===== src/rtl/cpu_defs.sv =====
// Shared CPU definitions used by the MEM stage and its neighbours.
// Holds the exception type indices, the exception codes, the load-type
// encodings, the inter-stage bus widths and packed views of those buses.
package cpu_defs;

    localparam int EXE_TO_MEM_W = 212;
    localparam int MEM_TO_WB_W  = 207;
    localparam int MEM_TO_ID_W  = 39;

    // Bit positions inside ex_type[14:0]
    localparam int TYPE_INT    = 0;
    localparam int TYPE_ADEF   = 1;
    localparam int TYPE_TLBR_F = 2;
    localparam int TYPE_PIF    = 3;
    localparam int TYPE_PPI_F  = 4;
    localparam int TYPE_SYS    = 5;
    localparam int TYPE_BRK    = 6;
    localparam int TYPE_INE    = 7;
    localparam int TYPE_IPE    = 8;
    localparam int TYPE_ALE    = 9;
    localparam int TYPE_ADEM   = 10;
    localparam int TYPE_TLBR_M = 11;
    localparam int TYPE_PIL    = 12;
    localparam int TYPE_PIS    = 13;
    localparam int TYPE_PME    = 14;

    localparam logic [5:0] EXC_ECODE_INT  = 6'h00;
    localparam logic [5:0] EXC_ECODE_PIL  = 6'h01;
    localparam logic [5:0] EXC_ECODE_PIS  = 6'h02;
    localparam logic [5:0] EXC_ECODE_PIF  = 6'h03;
    localparam logic [5:0] EXC_ECODE_PME  = 6'h04;
    localparam logic [5:0] EXC_ECODE_PPI  = 6'h07;
    localparam logic [5:0] EXC_ECODE_ADE  = 6'h08;
    localparam logic [5:0] EXC_ECODE_ALE  = 6'h09;
    localparam logic [5:0] EXC_ECODE_SYS  = 6'h0B;
    localparam logic [5:0] EXC_ECODE_BRK  = 6'h0C;
    localparam logic [5:0] EXC_ECODE_INE  = 6'h0D;
    localparam logic [5:0] EXC_ECODE_IPE  = 6'h0E;
    localparam logic [5:0] EXC_ECODE_TLBR = 6'h3F;

    localparam logic [8:0] EXC_ESUBCODE_ADEF = 9'd0;
    localparam logic [8:0] EXC_ESUBCODE_ADEM = 9'd1;

    localparam logic [2:0] LD_W  = 3'd0;
    localparam logic [2:0] LD_B  = 3'd1;
    localparam logic [2:0] LD_BU = 3'd2;
    localparam logic [2:0] LD_H  = 3'd3;
    localparam logic [2:0] LD_HU = 3'd4;

    typedef struct packed {
        logic        refetch;
        logic        tlbsrch;
        logic        tlbrd;
        logic        tlbwr;
        logic        tlbfill;
        logic        tlbhit;
        logic [3:0]  tlbhit_idx;
        logic        csr_we;
        logic [13:0] csr_num;
        logic [31:0] csr_wmask;
        logic [31:0] csr_wvalue;
        logic        ertn;
        logic [14:0] ex_type;
        logic [31:0] final_result;
        logic        gr_we;
        logic [4:0]  dest;
        logic [31:0] pc;
        logic [31:0] inst;
    } mem_to_wb_t;

    typedef struct packed {
        logic       mem_req_sent;
        logic [2:0] ld_type;
        logic       res_from_mem;
        mem_to_wb_t wb;
    } exe_to_mem_t;

    typedef struct packed {
        logic        fwd_we;
        logic [4:0]  fwd_dest;
        logic [31:0] fwd_data;
        logic        load_stall;
    } mem_to_id_t;

endpackage


===== src/rtl/mem_stage_if.sv =====
// Pipeline-side signals of the MEM stage: the EXE handshake and bus, the
// data-SRAM response, the WB handshake and bus, ID forwarding and flush.
// slave  : the MEM stage itself.
// master : the surrounding pipeline (EXE, SRAM, WB, ID).
interface mem_stage_if;
    import cpu_defs::*;

    logic                    EXE_to_MEM_valid;
    logic                    MEM_allow_in;
    logic [EXE_TO_MEM_W-1:0] EXE_to_MEM_bus;
    logic                    exe_killed_req;
    logic                    data_sram_data_ok;
    logic [31:0]             data_sram_rdata;
    logic                    WB_allow_in;
    logic                    MEM_to_WB_valid;
    logic [MEM_TO_WB_W-1:0]  MEM_to_WB_bus;
    logic [MEM_TO_ID_W-1:0]  MEM_to_ID_bus;
    logic                    mem_block;
    logic                    flush;

    modport slave (
        input  EXE_to_MEM_valid, EXE_to_MEM_bus, exe_killed_req,
               data_sram_data_ok, data_sram_rdata, WB_allow_in, flush,
        output MEM_allow_in, MEM_to_WB_valid, MEM_to_WB_bus,
               MEM_to_ID_bus, mem_block
    );

    modport master (
        output EXE_to_MEM_valid, EXE_to_MEM_bus, exe_killed_req,
               data_sram_data_ok, data_sram_rdata, WB_allow_in, flush,
        input  MEM_allow_in, MEM_to_WB_valid, MEM_to_WB_bus,
               MEM_to_ID_bus, mem_block
    );

endinterface


===== src/rtl/mem_load_align.sv =====
// Load data alignment: picks the addressed byte/halfword out of the SRAM
// word and sign- or zero-extends it. Unknown load types behave as ld.w.
// Ports: rdata (SRAM word), addr (low address bits), ld_type, result.
module mem_load_align
    import cpu_defs::*;
(
    input  logic [31:0] rdata,
    input  logic [1:0]  addr,
    input  logic [2:0]  ld_type,
    output logic [31:0] result
);

    logic [7:0]  byte_s;
    logic [15:0] half_s;

    assign half_s = addr[1] ? rdata[31:16] : rdata[15:0];

    // Byte lane select
    always_comb begin
        case (addr)
            2'd0:    byte_s = rdata[7:0];
            2'd1:    byte_s = rdata[15:8];
            2'd2:    byte_s = rdata[23:16];
            default: byte_s = rdata[31:24];
        endcase
    end

    // Extension according to load type
    always_comb begin
        case (ld_type)
            LD_B:    result = {{24{byte_s[7]}}, byte_s};
            LD_BU:   result = {24'h000000, byte_s};
            LD_H:    result = {{16{half_s[15]}}, half_s};
            LD_HU:   result = {16'h0000, half_s};
            default: result = rdata;
        endcase
    end

endmodule


===== src/rtl/mem_stage.sv =====
// MEM pipeline stage: holds the instruction from EXE, waits for its data-SRAM
// response, aligns load data, and presents the result to WB and ID.
// Responses owed by flushed instructions are counted and swallowed.
// Ports: clk, resetn (synchronous, active-low), pipe (mem_stage_if.slave).
module mem_stage
    import cpu_defs::*;
#(
    parameter int BUS_IN_W  = EXE_TO_MEM_W,
    parameter int BUS_OUT_W = MEM_TO_WB_W,
    parameter int DISCARD_W = 2
)
(
    input  logic        clk,
    input  logic        resetn,
    mem_stage_if.slave  pipe
);

    localparam int CW = DISCARD_W + 2;
    localparam logic [CW-1:0] CNT_MAX_C = CW'((1 << DISCARD_W) - 1);

    logic                 mem_valid_r;
    logic [BUS_IN_W-1:0]  bus_r;
    logic [31:0]          rdata_buf_r;
    logic                 buf_valid_r;
    logic [DISCARD_W-1:0] discard_cnt_r;

    exe_to_mem_t          exe_s;
    mem_to_wb_t           wb_out_s;
    mem_to_id_t           id_out_s;
    logic                 ex_s, need_data_s, cnt_zero_s, data_ok_live_s;
    logic                 got_s, ready_go_s, allow_in_s, to_wb_valid_s;
    logic                 handoff_s, capture_s, dec_s;
    logic [31:0]          load_word_s, aligned_s, final_s;
    logic [CW-1:0]        inc_s, cnt_sum_s;
    logic [DISCARD_W-1:0] cnt_next_s;

    assign exe_s          = bus_r;
    assign ex_s           = |exe_s.wb.ex_type;
    assign need_data_s    = exe_s.mem_req_sent & ~ex_s;
    assign cnt_zero_s     = (discard_cnt_r == {DISCARD_W{1'b0}});
    // A response only belongs to the MEM instruction when nothing is owed.
    assign data_ok_live_s = pipe.data_sram_data_ok & cnt_zero_s;
    assign got_s          = buf_valid_r | data_ok_live_s;
    assign ready_go_s     = ~need_data_s | got_s;
    assign allow_in_s     = ~mem_valid_r | (ready_go_s & pipe.WB_allow_in);
    assign to_wb_valid_s  = mem_valid_r & ready_go_s & ~pipe.flush;
    assign handoff_s      = to_wb_valid_s & pipe.WB_allow_in;
    assign capture_s      = data_ok_live_s & mem_valid_r & need_data_s
                          & ~buf_valid_r & ~pipe.WB_allow_in;
    assign dec_s          = pipe.data_sram_data_ok & ~cnt_zero_s;

    // Outstanding responses of this stage's and EXE's killed instructions.
    assign inc_s = {{(CW-1){1'b0}}, mem_valid_r & need_data_s & ~got_s}
                 + {{(CW-1){1'b0}}, pipe.exe_killed_req};

    assign load_word_s = buf_valid_r ? rdata_buf_r : pipe.data_sram_rdata;

    mem_load_align u_align (
        .rdata   (load_word_s),
        .addr    (exe_s.wb.final_result[1:0]),
        .ld_type (exe_s.ld_type),
        .result  (aligned_s)
    );

    assign final_s = (exe_s.res_from_mem & ~ex_s) ? aligned_s : exe_s.wb.final_result;

    // Next discard count: flush adds owed responses, each dropped response removes one
    always_comb begin
        cnt_sum_s = {2'b00, discard_cnt_r} - {{(CW-1){1'b0}}, dec_s};
        if (pipe.flush) begin
            cnt_sum_s = cnt_sum_s + inc_s;
        end else begin
            cnt_sum_s = cnt_sum_s;
        end
        if (cnt_sum_s > CNT_MAX_C) begin
            cnt_next_s = CNT_MAX_C[DISCARD_W-1:0];
        end else begin
            cnt_next_s = cnt_sum_s[DISCARD_W-1:0];
        end
    end

    // Result bus towards WB with the final result substituted
    always_comb begin
        wb_out_s              = exe_s.wb;
        wb_out_s.final_result = final_s;
    end

    assign id_out_s.fwd_we     = mem_valid_r & exe_s.wb.gr_we & ~ex_s;
    assign id_out_s.fwd_dest   = exe_s.wb.dest;
    assign id_out_s.fwd_data   = final_s;
    assign id_out_s.load_stall = mem_valid_r & exe_s.res_from_mem & ~ready_go_s;

    assign pipe.MEM_allow_in    = allow_in_s;
    assign pipe.MEM_to_WB_valid = to_wb_valid_s;
    assign pipe.MEM_to_WB_bus   = BUS_OUT_W'(wb_out_s);
    assign pipe.MEM_to_ID_bus   = id_out_s;
    assign pipe.mem_block       = mem_valid_r & (ex_s | exe_s.wb.ertn | exe_s.wb.refetch);

    // Stage valid and instruction capture
    always_ff @(posedge clk) begin
        if (!resetn) begin
            mem_valid_r <= 1'b0;
            bus_r       <= {BUS_IN_W{1'b0}};
        end else begin
            if (pipe.flush) begin
                mem_valid_r <= 1'b0;
            end else if (allow_in_s) begin
                mem_valid_r <= pipe.EXE_to_MEM_valid;
            end else begin
                mem_valid_r <= mem_valid_r;
            end
            if (pipe.EXE_to_MEM_valid & allow_in_s) begin
                bus_r <= pipe.EXE_to_MEM_bus;
            end else begin
                bus_r <= bus_r;
            end
        end
    end

    // Holds a response that arrived while WB was not ready
    always_ff @(posedge clk) begin
        if (!resetn) begin
            buf_valid_r <= 1'b0;
            rdata_buf_r <= 32'h0000_0000;
        end else if (pipe.flush | handoff_s) begin
            buf_valid_r <= 1'b0;
        end else if (capture_s) begin
            buf_valid_r <= 1'b1;
            rdata_buf_r <= pipe.data_sram_rdata;
        end else begin
            buf_valid_r <= buf_valid_r;
        end
    end

    // Count of SRAM responses still owed to killed instructions
    always_ff @(posedge clk) begin
        if (!resetn) begin
            discard_cnt_r <= {DISCARD_W{1'b0}};
        end else begin
            discard_cnt_r <= cnt_next_s;
        end
    end

endmodule

===== src/flat_wrapper.sv =====
// flat-port wrapper written by rule: the top's interface ports become plain ports
module mem_stage_flat import cpu_defs::*;
#(
    parameter int BUS_IN_W  = EXE_TO_MEM_W,
    parameter int BUS_OUT_W = MEM_TO_WB_W,
    parameter int DISCARD_W = 2
)
  (clk, resetn, pipe_EXE_to_MEM_valid, pipe_EXE_to_MEM_bus, pipe_exe_killed_req, pipe_data_sram_data_ok, pipe_data_sram_rdata, pipe_WB_allow_in, pipe_flush, pipe_MEM_allow_in, pipe_MEM_to_WB_valid, pipe_MEM_to_WB_bus, pipe_MEM_to_ID_bus, pipe_mem_block);
  mem_stage_if pipe_i ();
  input  logic clk;
  input  logic resetn;
  input wire logic [$bits(pipe_i.EXE_to_MEM_valid)-1:0] pipe_EXE_to_MEM_valid;
  input wire logic [$bits(pipe_i.EXE_to_MEM_bus)-1:0] pipe_EXE_to_MEM_bus;
  input wire logic [$bits(pipe_i.exe_killed_req)-1:0] pipe_exe_killed_req;
  input wire logic [$bits(pipe_i.data_sram_data_ok)-1:0] pipe_data_sram_data_ok;
  input wire logic [$bits(pipe_i.data_sram_rdata)-1:0] pipe_data_sram_rdata;
  input wire logic [$bits(pipe_i.WB_allow_in)-1:0] pipe_WB_allow_in;
  input wire logic [$bits(pipe_i.flush)-1:0] pipe_flush;
  output wire logic [$bits(pipe_i.MEM_allow_in)-1:0] pipe_MEM_allow_in;
  output wire logic [$bits(pipe_i.MEM_to_WB_valid)-1:0] pipe_MEM_to_WB_valid;
  output wire logic [$bits(pipe_i.MEM_to_WB_bus)-1:0] pipe_MEM_to_WB_bus;
  output wire logic [$bits(pipe_i.MEM_to_ID_bus)-1:0] pipe_MEM_to_ID_bus;
  output wire logic [$bits(pipe_i.mem_block)-1:0] pipe_mem_block;
  assign pipe_i.EXE_to_MEM_valid = pipe_EXE_to_MEM_valid;
  assign pipe_i.EXE_to_MEM_bus = pipe_EXE_to_MEM_bus;
  assign pipe_i.exe_killed_req = pipe_exe_killed_req;
  assign pipe_i.data_sram_data_ok = pipe_data_sram_data_ok;
  assign pipe_i.data_sram_rdata = pipe_data_sram_rdata;
  assign pipe_i.WB_allow_in = pipe_WB_allow_in;
  assign pipe_i.flush = pipe_flush;
  assign pipe_MEM_allow_in = pipe_i.MEM_allow_in;
  assign pipe_MEM_to_WB_valid = pipe_i.MEM_to_WB_valid;
  assign pipe_MEM_to_WB_bus = pipe_i.MEM_to_WB_bus;
  assign pipe_MEM_to_ID_bus = pipe_i.MEM_to_ID_bus;
  assign pipe_mem_block = pipe_i.mem_block;
  mem_stage #(.BUS_IN_W(BUS_IN_W), .BUS_OUT_W(BUS_OUT_W), .DISCARD_W(DISCARD_W)) u_core (.clk(clk), .resetn(resetn), .pipe(pipe_i));
endmodule

===== config.mk =====
export PLATFORM = sky130hd
export DESIGN_NAME = mem_stage_flat
export DESIGN_NICKNAME = d
export VERILOG_FILES = /design/src/rtl/cpu_defs.sv /design/src/rtl/mem_stage_if.sv /design/src/rtl/mem_load_align.sv /design/src/rtl/mem_stage.sv /design/src/flat_wrapper.sv
export SDC_FILE = /design/constraint.sdc
export NUM_CORES = 1
export LEC_CHECK = 0
export BUFFER_PORTS_ARGS = -buffer_cell sky130_fd_sc_hd__clkbuf_2
export CORE_AREA = 2 2 193 195
export CTS_CLUSTER_DIAMETER = 150
export DETAILED_ROUTE_END_ITERATION = 16
export DIE_AREA = 0 0 195 197
export PLACE_DENSITY_LB_ADDON = 0.05
export SLEW_MARGIN = 20
export SYNTH_ARGS = -nofsm -noshare
export SYNTH_HDL_FRONTEND = slang
export SYNTH_SLANG_ARGS = --single-unit

===== constraint.sdc =====
create_clock -name clk -period 2.9 [get_ports clk]
set_input_delay 0.145 -clock clk [delete_from_list [all_inputs] [get_ports clk]]
set_output_delay 0.145 -clock clk [all_outputs]
set_load 0.02 [all_outputs]

**Word-level counts from Yosys, hierarchy flattened**

Index checks and enable logic that the tools add are counted.

- Register bits: 248
- Input port bits: 251
- Output and inout bits: 249
- Logic and storage cells: 65

- $add $sub $neg: 3
- Magnitude comparators: 1
- Eq/ne operators: 6
- Multiplexer cells: 7
- Bitwise logic cells: 37
- Reductions and logical operators: 6

Operators by type and width:

| cell | count |
|---|---|
| $pmux W32 S4 | 1 |
| $mux W32 | 2 |
| $pmux W8 S3 | 1 |
| $and A1 B1 Y1 | 20 |
| $mux W16 | 1 |
| $reduce_or A15 Y1 | 1 |
| $not A1 Y1 | 11 |
| $eq A3 B2 Y1 const B | 2 |
| $or A1 B1 Y1 | 6 |
| $add A4 B4 Y4 | 1 |
| $gt A4 B2 Y1 const B | 1 |
| $logic_not A2 Y1 | 2 |
| $mux W4 | 1 |
| $reduce_or A2 Y1 | 2 |
| $eq A3 B1 Y1 const B | 1 |
| $eq A3 B3 Y1 const B | 1 |
| $sub A2 B1 Y3 | 1 |
| $add A1 B1 Y2 | 1 |
| $eq A2 B1 Y1 const B | 1 |
| $eq A2 B2 Y1 const B | 1 |
| $mux W2 | 1 |
| $reduce_and A2 Y1 | 1 |

**Longest topological paths before layout**

- Depth in word-level cells: 11
- Depth in mapped cells: 12
- Mapped depth without buffers: 12

**Cells and area by module**

A second synthesis with hierarchy kept.

- Cell total of the unflattened synthesis: 1590
- Area, all modules: 13789.5 µm²

Modules (own cells, without submodules):

| module | times used | cells each | area each (µm²) | sequential area each (µm²) |
|---|---|---|---|---|
| mem_stage | 1 | 1408 | 12513.3 | 4964.8 |
| mem_load_align | 1 | 182 | 1276.2 | 0.0 |

**Least setup slack after synthesis**

No wires, ideal clock.

- Path type: register to register
- Start: register u_core.bus_r[105]
- End: register u_core.discard_cnt_r[1]
- Setup time: 0.076 ns
- Data arrival time: 2.733 ns
- Data required time: 2.824 ns
- Path slack: 0.091 ns
- Cell stages (with the launch flop): 12
- Buffers on the path: 0
- Clock period less this slack: 2.809 ns
- Cells stage by stage: dfxtp_1 > or4_1 > nor4_4 > and3_1 > and2_1 > ha_1 > ha_1 > inv_1 > fa_1 > nand2_1 > o21ai_0 > a21boi_0

- Word-level cells in the longest chain between the ends: 10

RTL lines:

| what | line | text |
|---|---|---|
| start: declaration | mem_stage.sv:22 | `logic [BUS_IN_W-1:0] bus_r;` |
| start signal: assignment | mem_stage.sv:103 | `bus_r <= {BUS_IN_W{1'b0}};` |
| start signal: assignment | mem_stage.sv:113 | `bus_r <= pipe.EXE_to_MEM_bus;` |
| start signal: assignment | mem_stage.sv:115 | `bus_r <= bus_r;` |
| $reduce_or A15 Y1 (*) | mem_stage.sv:38 | `assign ex_s = \|exe_s.wb.ex_type;` |
| $not A1 Y1 (*) | mem_stage.sv:39 | `assign need_data_s = exe_s.mem_req_sent & ~ex_s;` |
| $and A1 B1 Y1 (*) | mem_stage.sv:39 |  |
| $and A1 B1 Y1 (*) (2 in series) | mem_stage.sv:53 | `assign inc_s = {{(CW-1){1'b0}}, mem_valid_r & need_data_s & ~got_s}` |
| $add A1 B1 Y2 (*) | mem_stage.sv:54 | `+ {{(CW-1){1'b0}}, pipe.exe_killed_req};` |
| $add A4 B4 Y4 (*) | mem_stage.sv:71 | `cnt_sum_s = cnt_sum_s + inc_s;` |
| $mux W4 (*) | mem_stage.sv:70 | `if (pipe.flush) begin` |
| $gt A4 B2 Y1 | mem_stage.sv:75 | `if (cnt_sum_s > CNT_MAX_C) begin` |
| $mux W2 (*) | mem_stage.sv:75 |  |
| end signal: assignment | mem_stage.sv:138 | `discard_cnt_r <= {DISCARD_W{1'b0}};` |
| end signal: assignment | mem_stage.sv:140 | `discard_cnt_r <= cnt_next_s;` |
| end: declaration | mem_stage.sv:25 | `logic [DISCARD_W-1:0] discard_cnt_r;` |

Mark *: on every way between the ends. The rest lies on a longest branch, timed or not.
A chain may end at the register's enable or synchronous reset.

**Final worst setup path**

- Start: register u_core.bus_r[108]
- End: output port pipe_MEM_to_ID_bus[19]

- Word-level cells in the longest chain between the ends: 4

RTL lines:

| what | line | text |
|---|---|---|
| $reduce_or A15 Y1 | mem_stage.sv:38 |  |
| $not A1 Y1 | mem_stage.sv:65 | `assign final_s = (exe_s.res_from_mem & ~ex_s) ? aligned_s : exe_s.wb.final_result;` |
| $and A1 B1 Y1 | mem_stage.sv:65 |  |
| $mux W32 | mem_stage.sv:65 |  |
| end: declaration | flat_wrapper.sv:22 | `output wire logic [$bits(pipe_i.MEM_to_ID_bus)-1:0] pipe_MEM_to_ID_bus;` |

No other way between the ends.

==> results.sh <==
export IMPL_outcome="completed"
export IMPL_final_nets=2306
export IMPL_min_period_ns=2.83
export IMPL_fin_worst_skew_ns=0.0142
export IMPL_ys_top_cells_by_area="dfxtp_1 (40%), buf_4 (13%), nand3_1 (10%)"
export IMPL_finalSetupViolCount=0
export IMPL_slew_headroom=0.479
export IMPL_cp_slowest_cell="or4_4"
export IMPL_layout_common_cells="clkbuf_2 (487), nand2_1 (265), nand3_1 (250)"
export IMPL_cp_num_buf_inv=3
export IMPL_grt_max_degree=190
export IMPL_initial_core_util=0.341
export IMPL_vdd_drop_max_uv=447
export IMPL_p_comb_frac=0.192
export IMPL_placed_cells=2231
export IMPL_cts_root_buf="clkbuf_16"
export IMPL_hpwl_mm=28.4
export IMPL_layout_drive_gt1_share=0.309
export IMPL_r2r_setup_slack_ns=0.21
export IMPL_ctsLongestPathBuffers=3
export IMPL_wl_met3_mm=2.79
export IMPL_syn_cell_area_um2=12400
export IMPL_ys_async_sr_fraction=0
export IMPL_stdcell_count=2544
export IMPL_worstMarginPinSlew_ns=0.781
export IMPL_pwr_share_seq=0.389
export IMPL_viasPerCell=4.71
export IMPL_crit_chain="or4_4 > nor4_4 > buf_4 > and3_4 > clkbuf_16 > nor2_1 > a21oi_2 > clkbuf_2"
export IMPL_std_cell_rows=70
export IMPL_grt_pass1_wl_mm=62.2
export IMPL_worstSetupPathType="flop to primary output"
export IMPL_p_sw_uw=2720
export IMPL_synthCells=1581
export IMPL_avgRoutedWirePerCell_um=16.2
export IMPL_grt_pass1_vias=11500
export IMPL_htree_levels=1
export IMPL_leakagePower_uw=0.00749
export IMPL_hp_class="primary input to flop"
export IMPL_wl_met2_mm=20.8
export IMPL_fmax_mhz=353
export IMPL_drv_slew=0
export IMPL_synth_ff_latch_count=248
export IMPL_grt_usage=0.201
export IMPL_final_common_cell="clkbuf_2"
export IMPL_io_buffers=499
export IMPL_dr_pass1_iters=5
export IMPL_die_h_um=197
export IMPL_syn_area_per_cell_um2=7.82
export IMPL_arrival_ns=2.69
export IMPL_synth_edf_count=0
export IMPL_ant_nets=0
export IMPL_p_per_area_nw_per_um2=555
export IMPL_drv_cap=0
export IMPL_final_area_um2=17300
export IMPL_antenna_found_initial=4
export IMPL_dieArea_um2=38400
export IMPL_path_delay_family="simple AND/OR/NAND/NOR gates"
export IMPL_wl_mm=41.1
export IMPL_clk_pin_slew_ns=0.06
export IMPL_cts_buffers=30
export IMPL_detail_route_iter0_violations=564
export IMPL_coreArea_um2=36300
export IMPL_vias=12000
export IMPL_layout_setup_ws_ns=0.0669
export IMPL_pwr_share_clk=0.419
export IMPL_start_kind="flop"
export IMPL_fin_crit_sh=0.977
export IMPL_area_delta_synth_final_pct=40.1
export IMPL_globalplace_congestion=0.842
export IMPL_die_x_um=195
export IMPL_place_area_um2=13500
export IMPL_gr_total_overflow=0
export IMPL_cts_sinks=248
export IMPL_synth_top_area_frac=0.402
export IMPL_ys_types=49
export IMPL_finalHoldViolations=0
export IMPL_r2r_end="u_core.discard_cnt_r[1]"
export IMPL_p_sw_frac=0.283
export IMPL_synth_warning_count=0
export IMPL_critical_path_max_stage_delay_ns=0.54
export IMPL_critPathRequiredTime_ns=2.76
export IMPL_top_layer="met5"
export IMPL_r2r_start="u_core.bus_r[108]"
export IMPL_crit_fanout=7
export IMPL_crit_start="u_core.bus_r[108]"
export IMPL_dpl_worst_slack_ns=0.0981
export IMPL_post_synth_top_area_cell="dfxtp_1"
export IMPL_wl_met1_mm=16.5
export IMPL_critPathCapture="pipe_MEM_to_ID_bus[19]"
export IMPL_r2r_cells=11
export IMPL_synth_seq_area_share=0.402
export IMPL_syn_num_nets=1838
export IMPL_rsz0062_at_grt="true"
export IMPL_cts_tree="yes"
export IMPL_clk_latency_ns=0.55
export IMPL_cp_end_kind="primary output"
export IMPL_drc_errors=0
export IMPL_intPower_uw=6890
export IMPL_synth_flop_cell="dfxtp_1"
export IMPL_pin_count=500
export IMPL_cp_depth=8
[synth_stat cells (all sizes together), types with 2 or more instances]
cell,instances
a22o,2
a21o,7
mux2i,23
o22ai,7
inv,17
a21boi,5
nand2,265
a21oi,32
mux2,11
nand3,250
nor3,2
dfxtp,248
ha,5
buf,271
and3,7
o21ai,264
or3,2
clkbuf,70
nand2b,7
o211ai,3
nor2,32
and4,2
mux4,7
and2,3
nor3b,2
nor2b,6
o221a,6
a31oi,8
a22oi,2
[layer usage]
metal / vias to the layer above / GRT usage
met5: - / 0
met4: 2 / 0.0625
met3: 55 / 0.0541
met2: 364 / 0.361
met1: 5465 / 0.233
li1: 6104 / -
[tightest hold or removal path, stage by stage]
cell and delay (ns):
buf_8 0.20, nand2_1 0.12, o21ai_0 0.06
[metrics by stage]
step,hold WS [ns],TNS (ns),utilization,total power (uW)
floorplan,0.260,0,-,4990
global placement,0.358,0,0.373,5330
detailed placement,0.365,0,0.373,5340
CTS,0.0120,0,0.475,9720
global route,0.0309,-0.0349,0.478,10100
finish,0.0240,0,0.478,9610
[power groups by stage]
| stage | combinational (uW) | sequential (uW) | clock, uW |
|---|---|---|---|
| 3_5_place_dp | 1540 | 3810 | 0 |
| 6_report | 1840 | 3740 | 4030 |
| 4_1_cts | 1840 | 3740 | 4140 |
| 5_1_grt | 2010 | 3770 | 4300 |
| 3_3_place_gp | 1530 | 3800 | 0 |
| 2_1_floorplan | 1230 | 3760 | 0 |
[worst min path at each step]
stage | endpoint | cells after the start | slack, ns | from
3_3_place_gp | u_core.bus_r[162] | 3 | 0.36 | pipe_EXE_to_MEM_bus[162]
3_5_place_dp | u_core.bus_r[195] | 3 | 0.37 | pipe_EXE_to_MEM_bus[195]
4_1_cts | u_core.discard_cnt_r[0] | 3 | 0.01 | pipe_flush
6_report | u_core.bus_r[189] | 3 | 0.02 | resetn
2_1_floorplan | u_core.buf_valid_r | 1 | 0.26 | pipe_WB_allow_in
5_1_grt | u_core.buf_valid_r | 3 | 0.03 | pipe_flush
[cells by family after synthesis]
group	count (synthesis)	synth area share
multiplexers	41	0.0414
XOR/XNOR	1	0.000708
flip-flops	248	0.402
AND/OR/NAND/NOR	583	0.212
adder cells (fa/ha/maj)	6	0.00668
AO/OA/AOI/OAI	344	0.152
buffers and inverters	358	0.186
[state kept, by name (all words and copies together), names as in the netlist]
signal                flops
u_core.bus_r            212
u_core.rdata_buf_r       32
u_core.discard_cnt_r      2
u_core.buf_valid_r        1
u_core.mem_valid_r        1
[area by class of cell]
cell class	instances	area, um^2
well taps	468	586
clock inverters	16	189
flip-flops and latches	248	4970
fillers	3624	18900
clock buffers	40	890
multi-input cells	975	5210
repair buffers	777	5400
diodes	3	7.51
inverters	17	63.8
[timing repair]
| action | 4_1_cts | 5_1_grt |
|---|---|---|
| gates resized for setup | 26 | 39 |
| gates cloned | 1 | 1 |
| endpoints found under the hold margin | 246 | 0 |
| setup buffers | 5 | 1 |
| endpoints found under the setup margin | 64 | 53 |
| hold buffers | 247 | 0 |
| pin swaps | 2 | 1 |
No activity file was read; power rests on OpenSTA's default activity.
